`src/rtl/regfile_rr_arbiter.sv`:
```
// Round-robin arbiter/sequencer letting two requesters share one 4-word register file, one command at a time.
// Latency: accept at cycle 0, file access in cycle 1, response pulse in cycle 2, next accept possible in cycle 3.
// Backpressure: ready is offered only in IDLE; a requester holds valid and its command stable until accepted.
module regfile_rr_arbiter #(
    parameter int DW       = 4,
    parameter int AW       = 2,
    parameter bit PRIO_RST = 1'b0
) (
    input  logic          CLK,
    input  logic          RST,
    input  logic          a_valid,
    input  logic          a_we,
    input  logic [AW-1:0] a_addr,
    input  logic [DW-1:0] a_wdata,
    output logic          a_ready,
    output logic          a_rvalid,
    output logic [DW-1:0] a_rdata,
    input  logic          b_valid,
    input  logic          b_we,
    input  logic [AW-1:0] b_addr,
    input  logic [DW-1:0] b_wdata,
    output logic          b_ready,
    output logic          b_rvalid,
    output logic [DW-1:0] b_rdata,
    output logic          RF_RW,
    output logic [AW-1:0] RF_AD,
    output logic [DW-1:0] RF_DIN,
    input  logic [DW-1:0] RF_DOUT,
    output logic          busy
);

    typedef enum logic [1:0] {
        IDLE = 2'd0,
        EXEC = 2'd1,
        RESP = 2'd2
    } state_t;

    state_t        state;
    state_t        state_nxt;
    logic          prio;       // requester favoured on a tie: 0=A, 1=B
    logic          owner;      // requester owning the transaction in flight: 0=A, 1=B
    logic          cmd_we;
    logic [AW-1:0] cmd_addr;
    logic [DW-1:0] cmd_wdata;
    logic [DW-1:0] rdata_q;
    logic          grant_a;
    logic          grant_b;

    assign a_ready = grant_a;
    assign b_ready = grant_b;

    // State register; reset abandons any transaction in flight.
    always_ff @(posedge CLK) begin
        if (RST) begin
            state <= IDLE;
        end else begin
            state <= state_nxt;
        end
    end

    // Arbitration, next state and all output decode; the file sees a quiet bus outside EXEC.
    always_comb begin
        state_nxt = state;
        grant_a   = 1'b0;
        grant_b   = 1'b0;
        RF_RW     = 1'b0;
        RF_AD     = '0;
        RF_DIN    = '0;
        a_rvalid  = 1'b0;
        b_rvalid  = 1'b0;
        a_rdata   = '0;
        b_rdata   = '0;
        busy      = 1'b0;
        case (state)
            IDLE: begin
                // A lone requester always wins; prio only breaks ties. No grant while in reset.
                if (!RST) begin
                    grant_a = a_valid && (!b_valid || !prio);
                    grant_b = b_valid && (!a_valid ||  prio);
                end
                if (grant_a || grant_b) begin
                    state_nxt = EXEC;
                end
            end
            EXEC: begin
                busy      = 1'b1;
                RF_RW     = cmd_we;
                RF_AD     = cmd_addr;
                RF_DIN    = cmd_we ? cmd_wdata : '0;
                state_nxt = RESP;
            end
            RESP: begin
                busy      = 1'b1;
                a_rvalid  = !owner;
                b_rvalid  = owner;
                a_rdata   = owner ? '0 : rdata_q;
                b_rdata   = owner ? rdata_q : '0;
                state_nxt = IDLE;
            end
            default: begin
                state_nxt = IDLE;
            end
        endcase
    end

    // Command latch on grant, read capture in EXEC, priority hand-over in RESP.
    always_ff @(posedge CLK) begin
        if (RST) begin
            prio      <= PRIO_RST;
            owner     <= 1'b0;
            cmd_we    <= 1'b0;
            cmd_addr  <= '0;
            cmd_wdata <= '0;
            rdata_q   <= '0;
        end else begin
            if (grant_a || grant_b) begin
                owner     <= grant_b;
                cmd_we    <= grant_b ? b_we    : a_we;
                cmd_addr  <= grant_b ? b_addr  : a_addr;
                cmd_wdata <= grant_b ? b_wdata : a_wdata;
            end
            if (state == EXEC) begin
                rdata_q <= cmd_we ? '0 : RF_DOUT;
            end
            if (state == RESP) begin
                prio <= ~owner;
            end
        end
    end

endmodule

```
`config.mk`:
```
export PLATFORM = sky130hd
export DESIGN_NAME = regfile_rr_arbiter
export DESIGN_NICKNAME = d
export VERILOG_FILES = /design/src/rtl/regfile_rr_arbiter.sv
export SDC_FILE = /design/constraint.sdc
export NUM_CORES = 1
export LEC_CHECK = 0
export CAP_MARGIN = 5
export CORE_UTILIZATION = 40
export DETAILED_ROUTE_END_ITERATION = 12
export PLACE_DENSITY = 0.8
export SLEW_MARGIN = 15
export SYNTH_ARGS = -nofsm -noshare
export SYNTH_HDL_FRONTEND = slang
export SYNTH_SLANG_ARGS = --single-unit
```
`constraint.sdc`:
```
create_clock -name CLK -period 3.45 [get_ports CLK]
set_input_delay 0.345 -clock CLK [delete_from_list [all_inputs] [get_ports CLK]]
set_output_delay 0.345 -clock CLK [all_outputs]
set_load 0.02 [all_outputs]
```
==> results of run 1 <==
[per-stage QoR]
| stage | setup slack (ps) | power [mW] | instance area [um^2] | util, % |
|---|---|---|---|---|
| 3_5_place_dp | 981 | 0.331 | 1260 | 63.8 |
| 2_1_floorplan | 1740 | 0.279 | 856 | - |
| 5_1_grt | 842 | 0.452 | 1290 | 65.2 |
| 6_report | 979 | 0.424 | 1290 | 65.2 |
| 3_3_place_gp | 1020 | 0.328 | 1260 | 63.8 |
| 4_1_cts | 981 | 0.429 | 1290 | 65.2 |
[final timing paths]
path	startpoint	endpoint	slack, ps	cells after the start
worst min-delay path	state[0]	state[0]	530	1
worst max register to register	state[0]	cmd_wdata[2]	1870	6
worst max-delay path	RST	b_ready	980	4
worst min register to register	state[0]	state[0]	530	1
[kinds of logic after synthesis]
| kind of cell | Yosys count | share of synthesized area (%) |
|---|---|---|
| flip-flops | 15 | 35.1 |
| AO/OA/AOI/OAI | 29 | 23.2 |
| AND/OR/NAND/NOR | 44 | 29.4 |
| buffers and inverters | 11 | 6.72 |
| adder cells (fa/ha/maj) | 3 | 4.39 |
| multiplexers | 1 | 1.17 |
[state kept, by name, summed over array words and instances (netlist names)]
| register | cells |
|---|---|
| prio | 1 |
| cmd_addr | 2 |
| rdata_q | 4 |
| cmd_wdata | 4 |
| owner | 1 |
| state | 2 |
| cmd_we | 1 |
[layer usage]
| metal | vias to the layer above | global-route usage [%] |
|---|---|---|
| met1 | 390 | 27.8 |
| met3 | 0 | 5.56 |
| met4 | 0 | 4.44 |
| li1 | 445 | - |
| met2 | 22 | 28.3 |
| met5 | - | 0 |
[power by group through the flow]
stage               Sequential (mW)  Clock [mW]  Combinational, mW
floorplan                     0.200           0             0.0786
global placement              0.204           0              0.124
detailed placement            0.205           0              0.126
CTS                           0.201       0.102              0.126
global route                  0.203       0.112              0.137
finish                        0.201      0.0966              0.126
[area by class of cell]
class | instances | area, um^2
Clock buffer | 4 | 26.3
Multi-Input combinational cell | 77 | 498
Inverter | 4 | 15.0
Tap cell | 27 | 33.8
Timing Repair Buffer | 42 | 418
Fill cell | 165 | 691
Sequential cell | 15 | 300
[cells in the mapped netlist]
| cell type | number | area [um^2] |
|---|---|---|
| sky130_fd_sc_hd__or2_1 | 1 | 6.26 |
| sky130_fd_sc_hd__nand3_1 | 7 | 35.0 |
| sky130_fd_sc_hd__a21oi_1 | 12 | 60.1 |
| sky130_fd_sc_hd__a32oi_1 | 1 | 8.76 |
| sky130_fd_sc_hd__inv_1 | 4 | 15.0 |
| sky130_fd_sc_hd__nor3b_1 | 1 | 7.51 |
| sky130_fd_sc_hd__mux2i_1 | 1 | 10.0 |
| sky130_fd_sc_hd__o21ai_0 | 7 | 35.0 |
| sky130_fd_sc_hd__and3_1 | 9 | 56.3 |
| sky130_fd_sc_hd__o21a_1 | 1 | 7.51 |
| sky130_fd_sc_hd__buf_2 | 1 | 5.00 |
| sky130_fd_sc_hd__a211oi_1 | 1 | 7.51 |
| sky130_fd_sc_hd__buf_6 | 2 | 22.5 |
| sky130_fd_sc_hd__or2b_1 | 1 | 7.51 |
| sky130_fd_sc_hd__nor2b_1 | 8 | 50.1 |
| sky130_fd_sc_hd__dfxtp_1 | 15 | 300 |
| sky130_fd_sc_hd__a311oi_1 | 4 | 35.0 |
| sky130_fd_sc_hd__clkbuf_1 | 4 | 15.0 |
| sky130_fd_sc_hd__ha_1 | 3 | 37.5 |
| sky130_fd_sc_hd__and2_4 | 1 | 8.76 |
| sky130_fd_sc_hd__nand2_1 | 1 | 3.75 |
| sky130_fd_sc_hd__and2_1 | 8 | 50.1 |
| sky130_fd_sc_hd__a311oi_2 | 3 | 45.0 |
| sky130_fd_sc_hd__nor2_1 | 7 | 26.3 |
==> results.md, run 1 <==
- The reported net switching power is approximately 130 uW.
- The first routing iteration left 19 violations.
- The total wire length after detailed routing is around 2.2 mm.
- In the global route stage, overall resource usage came out at just under 20%.
- The number of different library cells used by synthesis comes to 24.
- For this run, the detailed router's first-pass iteration total came to 4.
- The floorplan step set the die height to slightly below 50 um.
- The maximum single-stage delay on the critical path is 730 ps.
- The critical path contains buffers and inverters numbering 2 combined.
- The via count of the first global-routing pass is 691.
- The share of the Yosys chip area taken by registers is 35.1%.
- The global-route wire length before repair is ~3.1 mm.
- The total inserted antenna cells is 0.
- In the detailed route, the total length drawn on met2 is ~1.1 mm.
- The setup violation total in the final timing report is 0.
- The clock root buffer is sky130_fd_sc_hd__clkbuf_4.
- The critical path capture point type is an output pin.
- The final weighted congestion in routability-driven placement is just under 0.8.
- The mapped netlist covers around 860 um^2.
- For the worst setup path, the data required time is 3110 ps.
- For this configuration, the core starts out at a cell density of between 40 and 50%.
- The share of total power dissipated in sequential elements is a little under half.
- The internal power of the cells is just under 300 uW.
- The average wire per cell in the routed design is 12.9 um.
- Detailed placement finished with a half-perimeter wire length of around 1.7 mm.
- The worst voltage drop across the vdd grid is ~0.0003 V.
- The die width is around 48 um.
- The part of the power in combinational logic is between 20 and 30%.
- The number of rows created at floorplan is 16.
- Using the TritonRoute via totals, the vias-per-cell ratio works out to between 5 and 6.
- In this run, post-CTS hold repair placed 0 buffers.
- The final clock skew is around 1.8 ps.
- The number of hold-slack violations in the final timing report is 0.
- The number of antenna violations at the first check in global routing is 0.
- The portion of total power attributed to the clock network is roughly 23%.
- On the critical path, the stage with the largest delay is an instance of sky130_fd_sc_hd__clkdlybuf4s50_1.
- Relative to the synthesized area, the layout overhead comes to 50.9%.
- The tightest min-delay check is of the reg -> reg type.
- During I/O placement, the number of pins put on the boundary was 42.
- The run finished with clean final reports.
- Clock-pin slew was measured on the worst setup and hold paths at ~80 ps.
- For this block, wires on met1 add up to about 1.0 mm.
- The tool flagged a number of max-cap violations equal to 0.
- The post-placement cell count is 165.
- The leading cell type in the layout, fill and taps excluded is sky130_fd_sc_hd__clkdlybuf4s50_1.
- The count of mapped cells out of synthesis is just over 100.
- The detail route stage leaves a number of antenna-violating nets equal to 0.
- In the finished design, the share of the clock period the worst path needs comes to roughly 70%.
- For the worst-skew pair, the clock arrives at the later sink with an insertion delay of between 200 and 300 ps.
- The number of gates given a new drive strength after cts is 0.
- The worst setup path is launched from an input port.
- The CTS tree is done.
- The cell with the most instances on the worst path is sky130_fd_sc_hd__clkdlybuf4s50_1.
- The final layout contains roughly 170 nets.
- The share of final-layout standard cells stronger than drive strength 1 is 5.63%.
- Once the clock tree was built, the setup fixing pass inserted 0 buffers.
- The data arrival time of the critical path is roughly 2100 ps.
- The net count of the mapped netlist is between 100 and 150.
- In this run the tightest slew margin relative to its limit is 57.5%.
- The shortest clock period the worst path allows after layout is roughly 2500 ps.
- The routed layout has around 860 vias.
- The number of clock buffers added by TritonCTS is 3.
- Averaged over all synthesized cells, the footprint is ~8.3 um^2.
- In this run the top signal layer used is met3.
- The total overflow left after global routing is 0.
- The fraction of power spent switching nets is slightly below 30%.
- The family of cells with the greatest summed delay on the critical path is buffers and inverters.
- Traced cell by cell, the critical path runs through clkdlybuf4s50_1 -> nor2b_1 -> and3_1 -> clkdlybuf4s50_1.
- The met3 wirelength from detailed routing is 85 um.
- The top cell types in the final layout, fill and taps aside, are sky130_fd_sc_hd__clkdlybuf4s50_1 (41), sky130_fd_sc_hd__dfxtp_1 (15), sky130_fd_sc_hd__a21oi_1 (12), sky130_fd_sc_hd__and3_1 (9).
- The slew of the pin with the lowest slew margin is about 640 ps.
- Setup repair after global routing left no endpoint under its margin.
- The largest net degree at the start of global routing is 17.
- The clock net in this run drives a total of 15 sinks.
- The tightest hold path in the finished design has a slack of 531 ps.
- The total of buffers placed on input and output ports is just over 40.
- Along the worst path, the maximum fanout reaches 16.
- CTS built an H-tree with a depth of 1.
- The Yosys warning count is 0.
- The clock tree buffer depth is 2.
- The max-slew violation count is 0.
- The post-layout instance count excluding filler cells is ~170.
- In the final timing run, aggregate negative setup slack is 0 ps.
- The die covers 2330 um^2.
- After floorplanning, the core was sized to cover approximately 2000 um^2.
- The leakage power total is 0.500 nW.
- The power per unit of standard cell area is about 330 nW/um^2.
- The DRC violations left is 0.
- Timing would allow up to approximately 400 MHz.
- The critical path is of the in -> out type.
- Synthesis inferred 15 register bits.
Power figures use the tool's default switching activity.
==> run 2: changes to the inputs <==
--- a/config.mk
+++ b/config.mk
@@ -6,9 +6,9 @@
 export NUM_CORES = 1
 export LEC_CHECK = 0
 export CAP_MARGIN = 5
-export CORE_UTILIZATION = 40
+export CORE_UTILIZATION = 35
 export DETAILED_ROUTE_END_ITERATION = 12
-export PLACE_DENSITY = 0.8
+export PLACE_DENSITY = 0.74
 export SLEW_MARGIN = 15
 export SYNTH_ARGS = -nofsm -noshare
 export SYNTH_HDL_FRONTEND = slang
==> constraint.sdc (replaced) <==
create_clock -name CLK -period 2.16 [get_ports CLK]
set_input_delay 0.216 -clock CLK [delete_from_list [all_inputs] [get_ports CLK]]
set_output_delay 0.216 -clock CLK [all_outputs]
set_load 0.02 [all_outputs]
==> run 2 against run 1 <==
  * Total power grew 65%
  * Critical path depth did not move
  * Via count grew 5.8%
  * Clock skew up 6.8 ps
  * Global-route usage is 0.45 points higher
  * Clock power grew 71%
  * Count of clock-buffer cells in the layout down 1
  * Design area rose by 3.2%
  * Sequential power is 60% higher
  * Critical path type is now reg -> out
  * Hold slack worse by 20 ps
  * Wire length is 12% higher
==> results.md, run 2 (same netlist as run 1, synthesis figures left out) <==
- The type of the worst min-delay path is in -> reg (was reg -> reg).
- The total wire length after detailed routing is 2.45 mm (was 2.19 mm).
- The power per unit of standard cell area came to 526 nW/um^2 (was 328 nW/um^2).
- The endpoint required time on the critical path is 1940 ps (was 3110 ps).
- The CTS tree is done (unchanged).
- The H-tree depth came to 1 (unchanged).
- The setup violation total in the final timing report came to 0 (unchanged).
- The number of clock buffers inserted by TritonCTS came to 3 (unchanged).
- The die boundary height is 51.5 um (was 48.3 um).
- The total half-perimeter wirelength after legalization and detailed placement is 1.75 mm (was 1.66 mm).
- The worst setup margin is 90.3 ps (was 979 ps).
- The leakage power total was 0.582 nW (was 0.500 nW).
- Unrepaired setup endpoints after global routing: false (unchanged).
- The number of rows created at floorplan is 17 (was 16).
- The top-level I/O count is 42 (unchanged).
- The maximum single-stage delay on the critical path is 600 ps (was 730 ps).
- The standard cell core area was 2250 um^2 (was 1980 um^2).
- The total of max-cap violations is 0 (unchanged).
- The total inserted antenna cells is 0 (unchanged).
- The DRC violations left was 0 (unchanged).
- The post-layout instance count excluding filler cells is 173 (was 169).
- The critical path capture point type is an output pin (unchanged).
- The leading cell type in the layout, fill and taps excluded is sky130_fd_sc_hd__clkdlybuf4s50_1 (unchanged).
- The number of vias after detailed routing was 907 (was 857).
- Commonest non-fill, non-tap cells in the layout: sky130_fd_sc_hd__clkdlybuf4s50_1 (35), sky130_fd_sc_hd__dfxtp_1 (15), sky130_fd_sc_hd__a21oi_1 (12), sky130_fd_sc_hd__and3_1 (9), sky130_fd_sc_hd__and2_1 (8) (was sky130_fd_sc_hd__clkdlybuf4s50_1 (41), sky130_fd_sc_hd__dfxtp_1 (15), sky130_fd_sc_hd__a21oi_1 (12), sky130_fd_sc_hd__and3_1 (9)).
- The post-placement cell count came to 169 (was 165).
- The TritonCTS sink count is 15 (unchanged).
- The maximum fanout along the worst path came to 13 (was 16).
- Result of the run: finished, final reports clean (unchanged).
- The buffer count from post-CTS setup fixing is 0 (unchanged).
- CP cell instances: inv_1 -> ha_2 -> and3_1 -> clkdlybuf4s50_1 (was clkdlybuf4s50_1 -> nor2b_1 -> and3_1 -> clkdlybuf4s50_1).
- Leading registers by flop count: cmd_wdata: 4 flops, rdata_q: 4 flops (unchanged).
- The number of nets at the end of the flow is 171 (was 168).
- The average wire per cell in the routed design is 14.2 um (was 12.9 um).
- The share of final-layout standard cells stronger than drive strength 1 is 10.3% (was 5.63%).
- The clock tree buffer depth is 2 (unchanged).
- The sum of buffers and inverters on the critical path was 2 (unchanged).
- The family of cells with the greatest summed delay on the critical path is buffers and inverters (unchanged).
- The latest clock arrival within the worst-skew pair is 290 ps (was 280 ps).
- The largest net degree at the start of global routing is 15 (was 17).
- The category of the worst setup path launch point is a flip-flop (was input port).
- The shortest clock period the worst path allows after layout is approximately 2100 ps.
- The area growth from synthesis to final layout is 55.7% (was 50.9%).
- The worst voltage drop across the vdd grid is 0.000298 V (was 0.000297 V).
- The total global-route track usage is 19.7% (was 19.3%).
- The critical path's slowest cell is sky130_fd_sc_hd__clkdlybuf4s50_1 (unchanged).
- The floorplan die area is 2650 um^2 (was 2330 um^2).
- The final clock skew is 8.65 ps (was 1.83 ps).
- The final critical path takes up 95.8% of the cycle.
- The minimum setup slack after placement was 196 ps (was 981 ps).
- The final weighted congestion in routability-driven placement is 0.771 (was 0.770).
- The data arrival time of the critical path is 1850 ps (was 2130 ps).
- The number of iterations in the first detailed-routing pass is 4 (unchanged).
- The via count of the first global-routing pass is 841 (was 691).
- The setup total negative slack came to 0 ps (unchanged).
- Timing would allow up to 483 MHz.
- The die width is 51.5 um (was 48.3 um).
- The worst-case headroom to the max-slew limit is 72.3% (was 57.5%).
- The slew of the pin with the lowest slew margin is 414 ps (was 636 ps).
- The average vias per placed instance is 5.24 (was 5.07).
- The initial core utilization is 38.0% (was 43.2%).
- The number of antenna violations at the first check in global routing is 0 (unchanged).
- The antenna violation net count after detailed routing is 0 (unchanged).
- The max-slew violation count is 0 (unchanged).
- The clock root buffer is sky130_fd_sc_hd__clkbuf_4 (unchanged).
- The type of the setup path with the least slack was reg -> out (was in -> out).
- The total of buffers placed on input and output ports was 41 (unchanged).
- The clock slew at the register clock pins of the worst setup and hold paths was 100 ps (was 80 ps).
- The first-iteration detailed-routing DRC count is 12 (was 19).
- The global-route wire length before repair is 3.81 mm (was 3.13 mm).
- The total grt overflow is 0 (unchanged).
- The number of hold-slack violations in the final timing report was 0 (unchanged).
## run 2: cell types whose count changed in the layout (fill, tap and decap cells not counted)
cell                              previous run  this run
sky130_fd_sc_hd__buf_4                       1         4
sky130_fd_sc_hd__clkbuf_1                    1         0
sky130_fd_sc_hd__clkdlybuf4s50_1            41        35
sky130_fd_sc_hd__clkinv_2                    0         1
sky130_fd_sc_hd__dlygate4sd2_1               0         3
sky130_fd_sc_hd__dlymetal6s2s_1              0         3
sky130_fd_sc_hd__ha_1                        3         1
sky130_fd_sc_hd__ha_2                        0         2
sky130_fd_sc_hd__nor2b_1                     8         7
sky130_fd_sc_hd__nor2b_4                     0         1
## run 2: final cells by class
type / count / area [um^2]
inverters: 4 / 15.0
multi-input cells: 77 / 510
fillers: 222 / 922
well taps: 28 / 35.0
clock buffers: 3 / 22.5
clock inverters: 1 / 5.00
repair buffers: 45 / 444
flip-flops and latches: 15 / 300
## run 2: timing repair
action                                  CTS  global route
endpoints found under the setup margin   12             4
hold buffers                              0             0
gates resized for setup                   6             4
gates cloned                              0             0
## run 2: path summary, 6_finish.rpt
kind | start | to | slack [ps] | depth (start not counted)
setup reg to reg | state[0] | cmd_addr[0] | 640 | 6
hold reg to reg | state[0] | state[0] | 520 | 1
setup / recovery | state[1] | RF_DIN[0] | 90 | 4
hold / removal | a_wdata[1] | cmd_wdata[1] | 510 | 3
## run 2: metrics by stage
| stage | cell area (um^2) | total power, mW | utilization [%] | hold WS [ps] |
|---|---|---|---|---|
| after floorplan | 856 | 0.446 | - | 288 |
| after global routing | 1330 | 0.743 | 59.1 | 517 |
| after detailed placement | 1290 | 0.536 | 57.2 | 497 |
| after CTS | 1320 | 0.706 | 58.7 | 501 |
| after global placement | 1290 | 0.530 | 57.2 | 475 |
| final | 1330 | 0.700 | 59.1 | 511 |
## run 2: worst min-delay path: cells and delay by family
family | cells | cell delay, ps
buf+inv | 1 | 390
compound gates | 2 | 150
## run 2: routing by layer
| layer | global-route usage (%) | vias to the layer above | part of all wire, % |
|---|---|---|---|
| met1 | 24.7 | 409 | 44 |
| met3 | 2.98 | 6 | 6.3 |
| li1 | - | 450 | - |
| met2 | 32.7 | 42 | 48 |
| met4 | 9.46 | 0 | 2.2 |
| met5 | 0 | - | 0 |
## run 2: where the power goes
group	switching (mW)	leakage, nW	internal (mW)
registers	0.0193	0.123	0.302
clock network	0.0966	0.0177	0.0688
logic	0.105	0.441	0.108
total	0.221	0.582	0.479
==> run 3: changes to the inputs <==
--- a/config.mk
+++ b/config.mk
@@ -9,7 +9,8 @@
 export CORE_UTILIZATION = 35
 export DETAILED_ROUTE_END_ITERATION = 12
 export PLACE_DENSITY = 0.74
-export SLEW_MARGIN = 15
+export REMOVE_ABC_BUFFERS = 1
+export SKIP_CTS_REPAIR_TIMING = 1
 export SYNTH_ARGS = -nofsm -noshare
 export SYNTH_HDL_FRONTEND = slang
 export SYNTH_SLANG_ARGS = --single-unit
==> run 3 against run 2 <==
  * Global-route usage shrank 0.48 points
  * Count of clock-buffer cells in the layout did not move
  * Maximum frequency about the same
  * Sequential power about the same
  * Register-to-register slack barely moved
  * Cell count increased by 0.58%
  * Wire length did not move
  * Total power fell by 0.14%
  * Via count increased by 3.2%
  * Utilization up 0.50 points
  * Clock power about the same
  * Largest cell class unchanged
  * Largest power group unchanged
==> results.md, run 3 (same netlist as run 1, synthesis figures left out) <==
- The length in cells of the worst reg-to-reg path is 6 (unchanged).
- The highest signal layer in the routed design is met4 (unchanged).
- The area growth from synthesis to final layout was 57.0% (was 55.7%).
- The top-level I/O count is 42 (unchanged).
- The global-route wire length before repair was 3.72 mm (was 3.81 mm).
- The post-layout instance count excluding filler cells is 174 (was 173).
- The number of vias after detailed routing came to 936 (was 907).
- The leading cell type in the layout, fill and taps excluded is sky130_fd_sc_hd__clkdlybuf4s50_1 (unchanged).
- The total grt overflow is 0 (unchanged).
- The worst hold path stage count is 3 (unchanged).
- Commonest non-fill, non-tap cells in the layout: sky130_fd_sc_hd__clkdlybuf4s50_1 (37), sky130_fd_sc_hd__dfxtp_1 (15), sky130_fd_sc_hd__a21oi_1 (12), sky130_fd_sc_hd__and3_1 (9), sky130_fd_sc_hd__and2_1 (8) (was sky130_fd_sc_hd__clkdlybuf4s50_1 (35), sky130_fd_sc_hd__dfxtp_1 (15), sky130_fd_sc_hd__a21oi_1 (12), sky130_fd_sc_hd__and3_1 (9), sky130_fd_sc_hd__and2_1 (8)).
- The die boundary height is 51.5 um (unchanged).
- The endpoint required time on the critical path was 1940 ps (about the same).
- The post-route fraction of the period consumed by the critical path is 95.7% (was 95.8%).
- The total of buffers placed on input and output ports is 41 (unchanged).
- The via count of the first global-routing pass is 827 (was 841).
- The maximum single-stage delay on the critical path is 600 ps (about the same).
- The floorplan die area is 2650 um^2 (unchanged).
- The met3 wirelength from detailed routing is 149 um (was 155 um).
- The reported net switching power is 219 uW (was 221 uW).
- The average wire per cell in the routed design was 14.1 um (was 14.2 um).
- The initial core utilization is 38.0% (unchanged).
- The largest net degree at the start of global routing is 14 (was 15).
- The number of rows created at floorplan was 17 (unchanged).
- The part of the power in combinational logic is 30.7% (was 30.5%).
- The critical path's slowest cell is sky130_fd_sc_hd__clkdlybuf4s50_1 (unchanged).
- The total wire length after detailed routing is 2.45 mm (unchanged).
- The total half-perimeter wirelength after legalization and detailed placement came to 1.90 mm (was 1.75 mm).
- The H-tree depth was 1 (unchanged).
- The number of hold-slack violations in the final timing report is 0 (unchanged).
- The power per unit of standard cell area was 520 nW/um^2 (was 526 nW/um^2).
- The critical path capture point type is an output pin (unchanged).
- The setup total negative slack is 0 ps (unchanged).
- The category of the worst setup path launch point is a flip-flop (unchanged).
- The average vias per placed instance was 5.38 (was 5.24).
- The type of the worst min-delay path is in -> reg (unchanged).
- The TritonCTS sink count is 15 (unchanged).
- The DRC violations left is 0 (unchanged).
- The clock slew at the register clock pins of the worst setup and hold paths is 90 ps (was 100 ps).
- Leading registers by flop count: cmd_wdata: 4 flops, rdata_q: 4 flops (unchanged).
- The number of clock buffers inserted by TritonCTS is 3 (unchanged).
- The met1 routed wirelength after detailed routing is 1.05 mm (was 1.07 mm).
- The length of routed met2 wiring is 1.22 mm (was 1.17 mm).
- Result of the run: finished, final reports clean (unchanged).
- The number of iterations in the first detailed-routing pass is 6 (was 4).
- The clock root buffer is sky130_fd_sc_hd__clkbuf_4 (unchanged).
- The latest clock arrival within the worst-skew pair is 290 ps (about the same).
- The shortest clock period the worst path allows after layout is 2070 ps (about the same).
- The antenna violation net count after detailed routing was 0 (unchanged).
- The max-slew violation count is 0 (unchanged).
- The worst voltage drop across the vdd grid is 0.000495 V (was 0.000298 V).
- The internal power of the cells was 481 uW (was 479 uW).
- The number of antenna violations at the first check in global routing came to 0 (unchanged).
- The CTS tree is done (unchanged).
- The maximum achievable frequency is 484 MHz (was 483 MHz).
- The leakage power total is 0.593 nW (was 0.582 nW).
- The number of nets at the end of the flow is 172 (was 171).
- The final weighted congestion in routability-driven placement was 0.834 (was 0.771).
- CP cell instances: inv_1 -> ha_1 -> nor2b_4 -> and2_1 -> clkdlybuf4s50_1 (was inv_1 -> ha_2 -> and3_1 -> clkdlybuf4s50_1).
- The fraction of power spent switching nets was 31.3% (was 31.6%).
- The sequential group share of total power is 45.8% (was 45.9%).
- The critical path depth is 5 (was 4).
- The sum of buffers and inverters on the critical path is 2 (unchanged).
- The maximum fanout along the worst path came to 6 (was 13).
- The slew of the pin with the lowest slew margin is 398 ps (was 414 ps).
- The final clock skew is 0.956 ps (was 8.65 ps).
- The total inserted antenna cells is 0 (unchanged).
- The total global-route track usage is 19.2% (was 19.7%).
- The share of final-layout standard cells stronger than drive strength 1 is 10.3% (about the same).
- The setup violation total in the final timing report is 0 (unchanged).
- The total of max-cap violations is 0 (unchanged).
- The portion of total power attributed to the clock network is 23.5% (was 23.6%).
- The type of the setup path with the least slack is reg -> out (unchanged).
- The standard cell core area was 2250 um^2 (unchanged).
- The data arrival time of the critical path was 1850 ps (about the same).
- The family of cells with the greatest summed delay on the critical path is buffers and inverters (unchanged).
- The die width came to 51.5 um (unchanged).
- The post-placement cell count came to 170 (was 169).
- The clock tree buffer depth was 2 (unchanged).
- The first-iteration detailed-routing DRC count is 11 (was 12).
- The worst-case headroom to the max-slew limit is 73.4% (was 72.3%).
## run 3: routing by layer
layer	vias to the layer above	global-route usage, %
met3	6	6.25
met4	0	4.05
met5	-	0
met1	440	22.7
met2	38	33.5
li1	452	-
## run 3: through the flow
step                      hold slack (ps)  total power [mW]  util [%]  instance area (um^2)  worst slack (ps)
after CTS                             507             0.702      58.7                  1320             -79.5
after global routing                  512             0.739      59.6                  1340            -0.127
after floorplan                       284             0.432         -                   813               580
after detailed placement              495             0.538      57.5                  1300               241
final                                 511             0.699      59.6                  1340              92.2
after global placement                484             0.531      57.5                  1300               245
## run 3: worst reg2reg max path: cells and delay by family (launching register included)
kind                     cells  cell delay (ps)
AO/OA/AOI/OAI                1              240
adder cells (fa/ha/maj)      1              240
buffers and inverters        2              260
flip-flops                   1              360
AND/OR/NAND/NOR              2              330
## run 3: worst paths after layout
check                           startpoint  slack, ps      endpoint
worst max register to register    state[0]        640  cmd_wdata[0]
worst min register to register    state[0]        510      state[0]
worst max-delay path              state[0]         90    a_rdata[0]
worst min-delay path            a_wdata[1]        510  cmd_wdata[1]
## run 3: power groups by stage
stage / registers, mW / clock network [mW] / logic (mW)
5_1_grt: 0.323 / 0.185 / 0.232
4_1_cts: 0.319 / 0.170 / 0.213
6_report: 0.320 / 0.164 / 0.215
3_3_place_gp: 0.324 / 0 / 0.207
2_1_floorplan: 0.320 / 0 / 0.112
3_5_place_dp: 0.326 / 0 / 0.212
## run 3: layout make-up
type                            count  area (um^2)
Sequential cell                    15          300
Timing Repair Buffer               46          458
Multi-Input combinational cell     77          508
Clock inverter                      1         5.00
Clock buffer                        3         22.5
Inverter                            4         15.0
Tap cell                           28         35.0
Fill cell                         227          911
